`src/rtl/max7219_pkg.sv`:
```
// Shared constants, shadow register file type and write-decode helper for the
// MAX7219 serial receiver.
package max7219_pkg;

    localparam int C_FRAME_WIDTH = 16;
    localparam int C_CNT_WIDTH   = 5;
    localparam logic [C_CNT_WIDTH-1:0] C_CNT_MAX = 5'd31;

    localparam logic [3:0] C_ADDR_NOOP       = 4'h0;
    localparam logic [3:0] C_ADDR_DIGIT0     = 4'h1;
    localparam logic [3:0] C_ADDR_DIGIT1     = 4'h2;
    localparam logic [3:0] C_ADDR_DIGIT2     = 4'h3;
    localparam logic [3:0] C_ADDR_DIGIT3     = 4'h4;
    localparam logic [3:0] C_ADDR_DIGIT4     = 4'h5;
    localparam logic [3:0] C_ADDR_DIGIT5     = 4'h6;
    localparam logic [3:0] C_ADDR_DIGIT6     = 4'h7;
    localparam logic [3:0] C_ADDR_DIGIT7     = 4'h8;
    localparam logic [3:0] C_ADDR_DECODE     = 4'h9;
    localparam logic [3:0] C_ADDR_INTENSITY  = 4'hA;
    localparam logic [3:0] C_ADDR_SCAN_LIMIT = 4'hB;
    localparam logic [3:0] C_ADDR_SHUTDOWN   = 4'hC;
    localparam logic [3:0] C_ADDR_TEST       = 4'hF;

    typedef struct packed {
        logic [7:0][7:0] digit;
        logic [7:0]      decode;
        logic [3:0]      intensity;
        logic [2:0]      scan_limit;
        logic            shutdown_n;
        logic            display_test;
    } shadow_t;

    // Power-up state: everything clear, which leaves the device shut down.
    localparam shadow_t C_SHADOW_PWRUP = '0;

    function automatic shadow_t apply_write(input shadow_t cur,
                                            input logic [3:0] addr,
                                            input logic [7:0] data);
        shadow_t    nxt;
        logic [3:0] idx;
        nxt = cur;
        idx = addr - C_ADDR_DIGIT0;
        case (addr)
            C_ADDR_DECODE:     nxt.decode       = data;
            C_ADDR_INTENSITY:  nxt.intensity    = data[3:0];
            C_ADDR_SCAN_LIMIT: nxt.scan_limit   = data[2:0];
            C_ADDR_SHUTDOWN:   nxt.shutdown_n   = data[0];
            C_ADDR_TEST:       nxt.display_test = data[0];
            default: begin
                // No-op (0x0) and 0xD/0xE fall through untouched.
                if (addr >= C_ADDR_DIGIT0 && addr <= C_ADDR_DIGIT7) begin
                    nxt.digit[idx[2:0]] = data;
                end
            end
        endcase
        return nxt;
    endfunction

endpackage

```
`src/rtl/max7219_rx_sync_edge.sv`:
```
// Multi-flop synchroniser followed by a registered rising-edge detector.
// o_level is the synchronised level delayed to line up with o_rise.
module max7219_rx_sync_edge #(
    parameter int G_SYNC_STAGES = 2
) (
    input  logic clk,
    input  logic rst_n,
    input  logic i_async,
    output logic o_level,
    output logic o_rise
);

    logic [G_SYNC_STAGES-1:0] sync_q;
    logic [G_SYNC_STAGES-1:0] sync_d;
    logic                     prev_q;
    logic                     prev_d;
    logic                     rise_q;
    logic                     rise_d;

    always_comb begin
        sync_d = {sync_q[G_SYNC_STAGES-2:0], i_async};
        prev_d = sync_q[G_SYNC_STAGES-1];
        rise_d = sync_q[G_SYNC_STAGES-1] & ~prev_q;
    end

    always_ff @(posedge clk or negedge rst_n) begin
        if (!rst_n) begin
            sync_q <= '0;
            prev_q <= 1'b0;
            rise_q <= 1'b0;
        end else begin
            sync_q <= sync_d;
            prev_q <= prev_d;
            rise_q <= rise_d;
        end
    end

    assign o_level = prev_q;
    assign o_rise  = rise_q;

endmodule

```
`src/rtl/max7219_rx.sv`:
```
// MAX7219 write-interface receiver: deserialises LOAD/DIN/CLK frames,
// decodes them and keeps a shadow copy of the device register file.
module max7219_rx
    import max7219_pkg::*;
#(
    parameter int G_SYNC_STAGES = 2
) (
    input  logic        clk,
    input  logic        rst_n,
    input  logic        i_max7219_load,
    input  logic        i_max7219_din,
    input  logic        i_max7219_clk,
    output logic        o_max7219_dout,
    output logic        o_wr_valid,
    output logic [3:0]  o_wr_addr,
    output logic [7:0]  o_wr_data,
    output logic        o_frame_err,
    output logic [63:0] o_digit_reg,
    output logic [7:0]  o_decode_mode,
    output logic [3:0]  o_intensity,
    output logic [2:0]  o_scan_limit,
    output logic        o_shutdown_n,
    output logic        o_display_test
);

    logic clk_level;
    logic clk_rise;
    logic load_level;
    logic load_rise;
    logic din_s;

    logic [G_SYNC_STAGES-1:0] din_sync_q;
    logic [G_SYNC_STAGES-1:0] din_sync_d;

    max7219_rx_sync_edge #(.G_SYNC_STAGES(G_SYNC_STAGES)) u_clk_sync (
        .clk     (clk),
        .rst_n   (rst_n),
        .i_async (i_max7219_clk),
        .o_level (clk_level),
        .o_rise  (clk_rise)
    );

    max7219_rx_sync_edge #(.G_SYNC_STAGES(G_SYNC_STAGES)) u_load_sync (
        .clk     (clk),
        .rst_n   (rst_n),
        .i_async (i_max7219_load),
        .o_level (load_level),
        .o_rise  (load_rise)
    );

    always_comb begin
        din_sync_d = {din_sync_q[G_SYNC_STAGES-2:0], i_max7219_din};
    end

    always_ff @(posedge clk or negedge rst_n) begin
        if (!rst_n) begin
            din_sync_q <= '0;
        end else begin
            din_sync_q <= din_sync_d;
        end
    end

    assign din_s = din_sync_q[G_SYNC_STAGES-1];

    // ---------------- shift register and bit counter ----------------
    logic [C_FRAME_WIDTH-1:0] shift_q;
    logic [C_FRAME_WIDTH-1:0] shift_d;
    logic [C_CNT_WIDTH-1:0]   cnt_q;
    logic [C_CNT_WIDTH-1:0]   cnt_d;
    logic                     dout_q;
    logic                     dout_d;
    logic                     shift_en;
    logic [C_FRAME_WIDTH-1:0] word_now;
    logic [C_CNT_WIDTH-1:0]   cnt_now;

    // load_level already reads high in the LOAD-rise cycle, so a coincident
    // CLK rise is still accepted and lands in the latched word.
    assign shift_en = clk_rise & clk_level & (~load_level | load_rise);

    always_comb begin
        word_now = shift_q;
        cnt_now  = cnt_q;
        dout_d   = dout_q;
        if (shift_en) begin
            word_now = {shift_q[C_FRAME_WIDTH-2:0], din_s};
            dout_d   = shift_q[C_FRAME_WIDTH-1];
            if (cnt_q != C_CNT_MAX) begin
                cnt_now = cnt_q + 1'b1;
            end
        end
        shift_d = word_now;
        cnt_d   = load_rise ? '0 : cnt_now;
    end

    always_ff @(posedge clk or negedge rst_n) begin
        if (!rst_n) begin
            shift_q <= '0;
            cnt_q   <= '0;
            dout_q  <= 1'b0;
        end else begin
            shift_q <= shift_d;
            cnt_q   <= cnt_d;
            dout_q  <= dout_d;
        end
    end

    // ---------------- frame latch and decode ----------------
    logic       wr_valid_q;
    logic       wr_valid_d;
    logic       frame_err_q;
    logic       frame_err_d;
    logic [3:0] wr_addr_q;
    logic [3:0] wr_addr_d;
    logic [7:0] wr_data_q;
    logic [7:0] wr_data_d;

    always_comb begin
        wr_valid_d  = 1'b0;
        frame_err_d = 1'b0;
        wr_addr_d   = wr_addr_q;
        wr_data_d   = wr_data_q;
        if (load_rise) begin
            if (cnt_now < C_CNT_WIDTH'(C_FRAME_WIDTH)) begin
                frame_err_d = 1'b1;
            end else begin
                wr_valid_d = 1'b1;
                wr_addr_d  = word_now[11:8];
                wr_data_d  = word_now[7:0];
            end
        end
    end

    always_ff @(posedge clk or negedge rst_n) begin
        if (!rst_n) begin
            wr_valid_q  <= 1'b0;
            frame_err_q <= 1'b0;
            wr_addr_q   <= '0;
            wr_data_q   <= '0;
        end else begin
            wr_valid_q  <= wr_valid_d;
            frame_err_q <= frame_err_d;
            wr_addr_q   <= wr_addr_d;
            wr_data_q   <= wr_data_d;
        end
    end

    // ---------------- shadow register file ----------------
    shadow_t shadow_q;
    shadow_t shadow_d;

    always_comb begin
        shadow_d = shadow_q;
        if (wr_valid_d) begin
            shadow_d = apply_write(shadow_q, wr_addr_d, wr_data_d);
        end
    end

    always_ff @(posedge clk or negedge rst_n) begin
        if (!rst_n) begin
            shadow_q <= C_SHADOW_PWRUP;
        end else begin
            shadow_q <= shadow_d;
        end
    end

    for (genvar gi = 0; gi < 8; gi++) begin : g_digit
        assign o_digit_reg[8*gi +: 8] = shadow_q.digit[gi];
    end

    assign o_max7219_dout = dout_q;
    assign o_wr_valid     = wr_valid_q;
    assign o_wr_addr      = wr_addr_q;
    assign o_wr_data      = wr_data_q;
    assign o_frame_err    = frame_err_q;
    assign o_decode_mode  = shadow_q.decode;
    assign o_intensity    = shadow_q.intensity;
    assign o_scan_limit   = shadow_q.scan_limit;
    assign o_shutdown_n   = shadow_q.shutdown_n;
    assign o_display_test = shadow_q.display_test;

endmodule
```
`config.mk`:
```
export PLATFORM = sky130hd
export DESIGN_NAME = max7219_rx
export DESIGN_NICKNAME = d
export VERILOG_FILES = /design/src/rtl/max7219_pkg.sv /design/src/rtl/max7219_rx_sync_edge.sv /design/src/rtl/max7219_rx.sv
export SDC_FILE = /design/constraint.sdc
export NUM_CORES = 1
export LEC_CHECK = 0
export BUFFER_PORTS_ARGS = -buffer_cell sky130_fd_sc_hd__buf_4
export CAP_MARGIN = 5
export CORE_MARGIN = 5
export CORE_UTILIZATION = 49
export DETAILED_ROUTE_END_ITERATION = 12
export GPL_TIMING_DRIVEN = 1
export PLACE_DENSITY = 0.8
export SETUP_SLACK_MARGIN = 0.05
export SLEW_MARGIN = 20
export SYNTH_ARGS = -nofsm -noshare
export SYNTH_HDL_FRONTEND = slang
export SYNTH_SLANG_ARGS = --single-unit
```
`constraint.sdc`:
```
create_clock -name clk -period 3.6 [get_ports clk]
set_input_delay 0.18 -clock clk [delete_from_list [all_inputs] [get_ports clk]]
set_output_delay 0.18 -clock clk [all_outputs]
set_load 0.02 [all_outputs]
```
==> impl_metrics.csv <==
group,metric,value,unit
yosys,yosysMostFrequentCell,"dfrtp_1",
critical_path,end_kind,"flip-flop",
drt,routed_wl,12.1,mm
critical_path,required,4.00,ns
yosys,yosys_warnings,0,
layout,antennaDiodeCount,0,
hold_path,hp-class,"primary input to async pin",
layout,regArea,3180,µm²
place,gp_congestion,0.792,
pwr,powerDensity,479,nW/µm²
sta,fmax,0.295,GHz
place,dp_hpwl,7.90,mm
die,die_h,113,µm
critical_path,cp_max_fo,11,
global_route,grt_first_pass_wirelength,19.4,mm
die,row_count,37,
yosys,synth_top_area_share,61.3,%
drt,antenna_left,0,
sta,slew_headroom,47.1,%
cts,clk_pin_slew,0.06,ns
pwr,p_leak,0.00356,µW
global_route,antenna_found_initial,0,
cts,clk_latency,0.52,ns
yosys,synth_common_cells,"dfrtp_1 (127), mux2_2 (67), mux2_4 (32)",
critical_path,startpoint_type,"flip-flop",
sta,fin_crit_sh,94.2,%
place,pre_cts_ws,0.0139,ns
sta,finalWorstSetupSlack,0.209,ns
drt,vias_per_cell,5.29,
yosys,yosysTopAreaCell,"dfrtp_1",
drt,routedWlPerCell,20.3,µm
global_route,grt_pass1_vias,3443,
run_status,status,"finished clean",
run,maxCapViolations,0,
layout,area_growth,30.3,%
sta,setup-tns-final,0,ns
cts,clock_sinks,127,
sta,fin_crit,3.39,ns
drt,drc,0,
sta,setup-violations-final,0,
sta,slew_viol_final,0,
yosys,yosysSeqAreaShare,61.3,%
yosys,synth_area_leaders,"dfrtp_1 (61%), mux2_2 (15%), mux2_4 (9.3%)",
layout,post-route-util,65.4,%
yosys,async_flop_share,100,%
drt,drtIter0Drc,198,
yosys,postSynthCellCount,326,
yosys,synth_flop_cell,"dfrtp_1",
yosys,syn-num-nets,337,
yosys,synth_area,5180,µm²
cts,cts_tree,"done",
die,io_pins,101,
global_route,grt_use_total,19.8,%
yosys,syn_avg_cell_area,15.9,µm²
cts,htreeDepth,4,
sta,hold_viol,0,
sta,fin_worst_skew,0.00616,ns
pwr,ir_worst_vdd,374,µV
die,die_x,113,µm
pwr,fin_total_pwr,3240,µW
critical_path,critPathKind,"flip-flop to flip-flop",
die,die_area,12700,µm²
die,core-area,10300,µm²
critical_path,cp.arrival,3.79,ns
global_route,grt-ovfl-total,0,
yosys,synth-edff-count,0,
layout,multi_input_area,1960,µm²
die,start_util,50.2,%
layout,nFillCells,739,
cts,cts_max_path_buffers,2,
cts,numCtsBuffers,17,
sta,whs,0.292,ns
sta,rsz0062_at_grt,"false",
cts,root_buffer,"clkbuf_8",
yosys,yosys.cell_types.count,42,
drt,dr.pass1.iters,4,
layout,drive_above_1_share,56.9,%
global_route,grt_max_degree,67,
yosys,yosys_register_bits,127,
layout,largest_register_ffs,64,
drt,via_count,3149,
place,port_buffers,100,
layout,nets,457,
sta,worst_slew_pin_slew,0.794,ns
## cell families after synthesis
family | synth area share (%)
and+or+nand+nor | 4.51
AOI/OAI and AO/OA | 5.91
xor gates and xnor gates | 0.507
DFF | 61.3
muxes | 24.9
buffers and inverters | 1.45
adders and majority gates | 1.45
## metal layers
layer	wire, µm	vias up	track usage, %
met5	0	-	0
met4	253	0	6.89
met3	784	23	7.01
met2	6160	97	32.9
met1	4890	1614	23.9
li1	-	1415	-
## critical path: stages, from the launching register on
cell and delay [ns]:
dfrtp_1 0.54, and2_1 0.31, a21o_4 0.21, nand3_1 0.25
o21ai_2 0.19, inv_1 0.12, ha_1 0.25, nor3_2 0.22
o21a_1 0.16, o221ai_1 0.20, nor2_2 0.26, o21ai_2 0.19
mux2_1 0.35
## worst paths after layout
check	start	end	slack, ns	depth (start not counted)
max reg2reg	u_load_sync.o_rise	o_digit_reg[14]	0.21	12
min in group clk	i_max7219_din	din_sync_q[0]	0.31	2
min reg2reg	din_sync_q[0]	din_sync_q[1]	0.35	0
max in group asynchronous	rst_n	o_decode_mode[6]	2.52	3
min	rst_n	cnt_q[1]	0.29	2
max	u_load_sync.o_rise	o_digit_reg[14]	0.21	12
## stage by stage
stage	cells	area [µm²]
after floorplan	326	5180
after global placement	558	6110
after detailed placement	558	6110
after CTS	595	6740
after global routing	595	6750
final	595	6750
## placed cells by master (no fill, tap or decap), drive strengths merged, types with 3 or more instances in the layout
master,Yosys,routed
mux2,102,102
and2,4,4
nand3,4,4
nand4,6,6
o21a,3,3
a211oi,4,4
buf,5,105
dfrtp,127,127
clkbuf,4,20
nand2,7,7
dlygate4sd3,0,4
clkinvlp,0,4
inv,7,9
clkinv,0,4
nor2,10,10
ha,6,6
o21ai,14,14
## power by group
group          internal (µW)  switching [µW]
Sequential              1470            22.7
Clock                   1020             632
Combinational           38.0            52.3
## timing repair
item,in CTS,in global routing
setup endpoints to repair,56,64
pin swaps,1,0
gates resized for setup,2,6
hold buffers,4,0
hold endpoints to repair,64,0
cloned,1,0
buffers inserted,0,0
## final cells by class
cell class              instances  area share, %
clock inverters                12           2.00
flip-flops and latches        127           47.1
multi-input cells             184           29.0
repair buffers                109           12.4
clock buffers                  20           6.60
well taps                     136           2.52
inverters                       7          0.389
(Power assumes the default switching activity.)
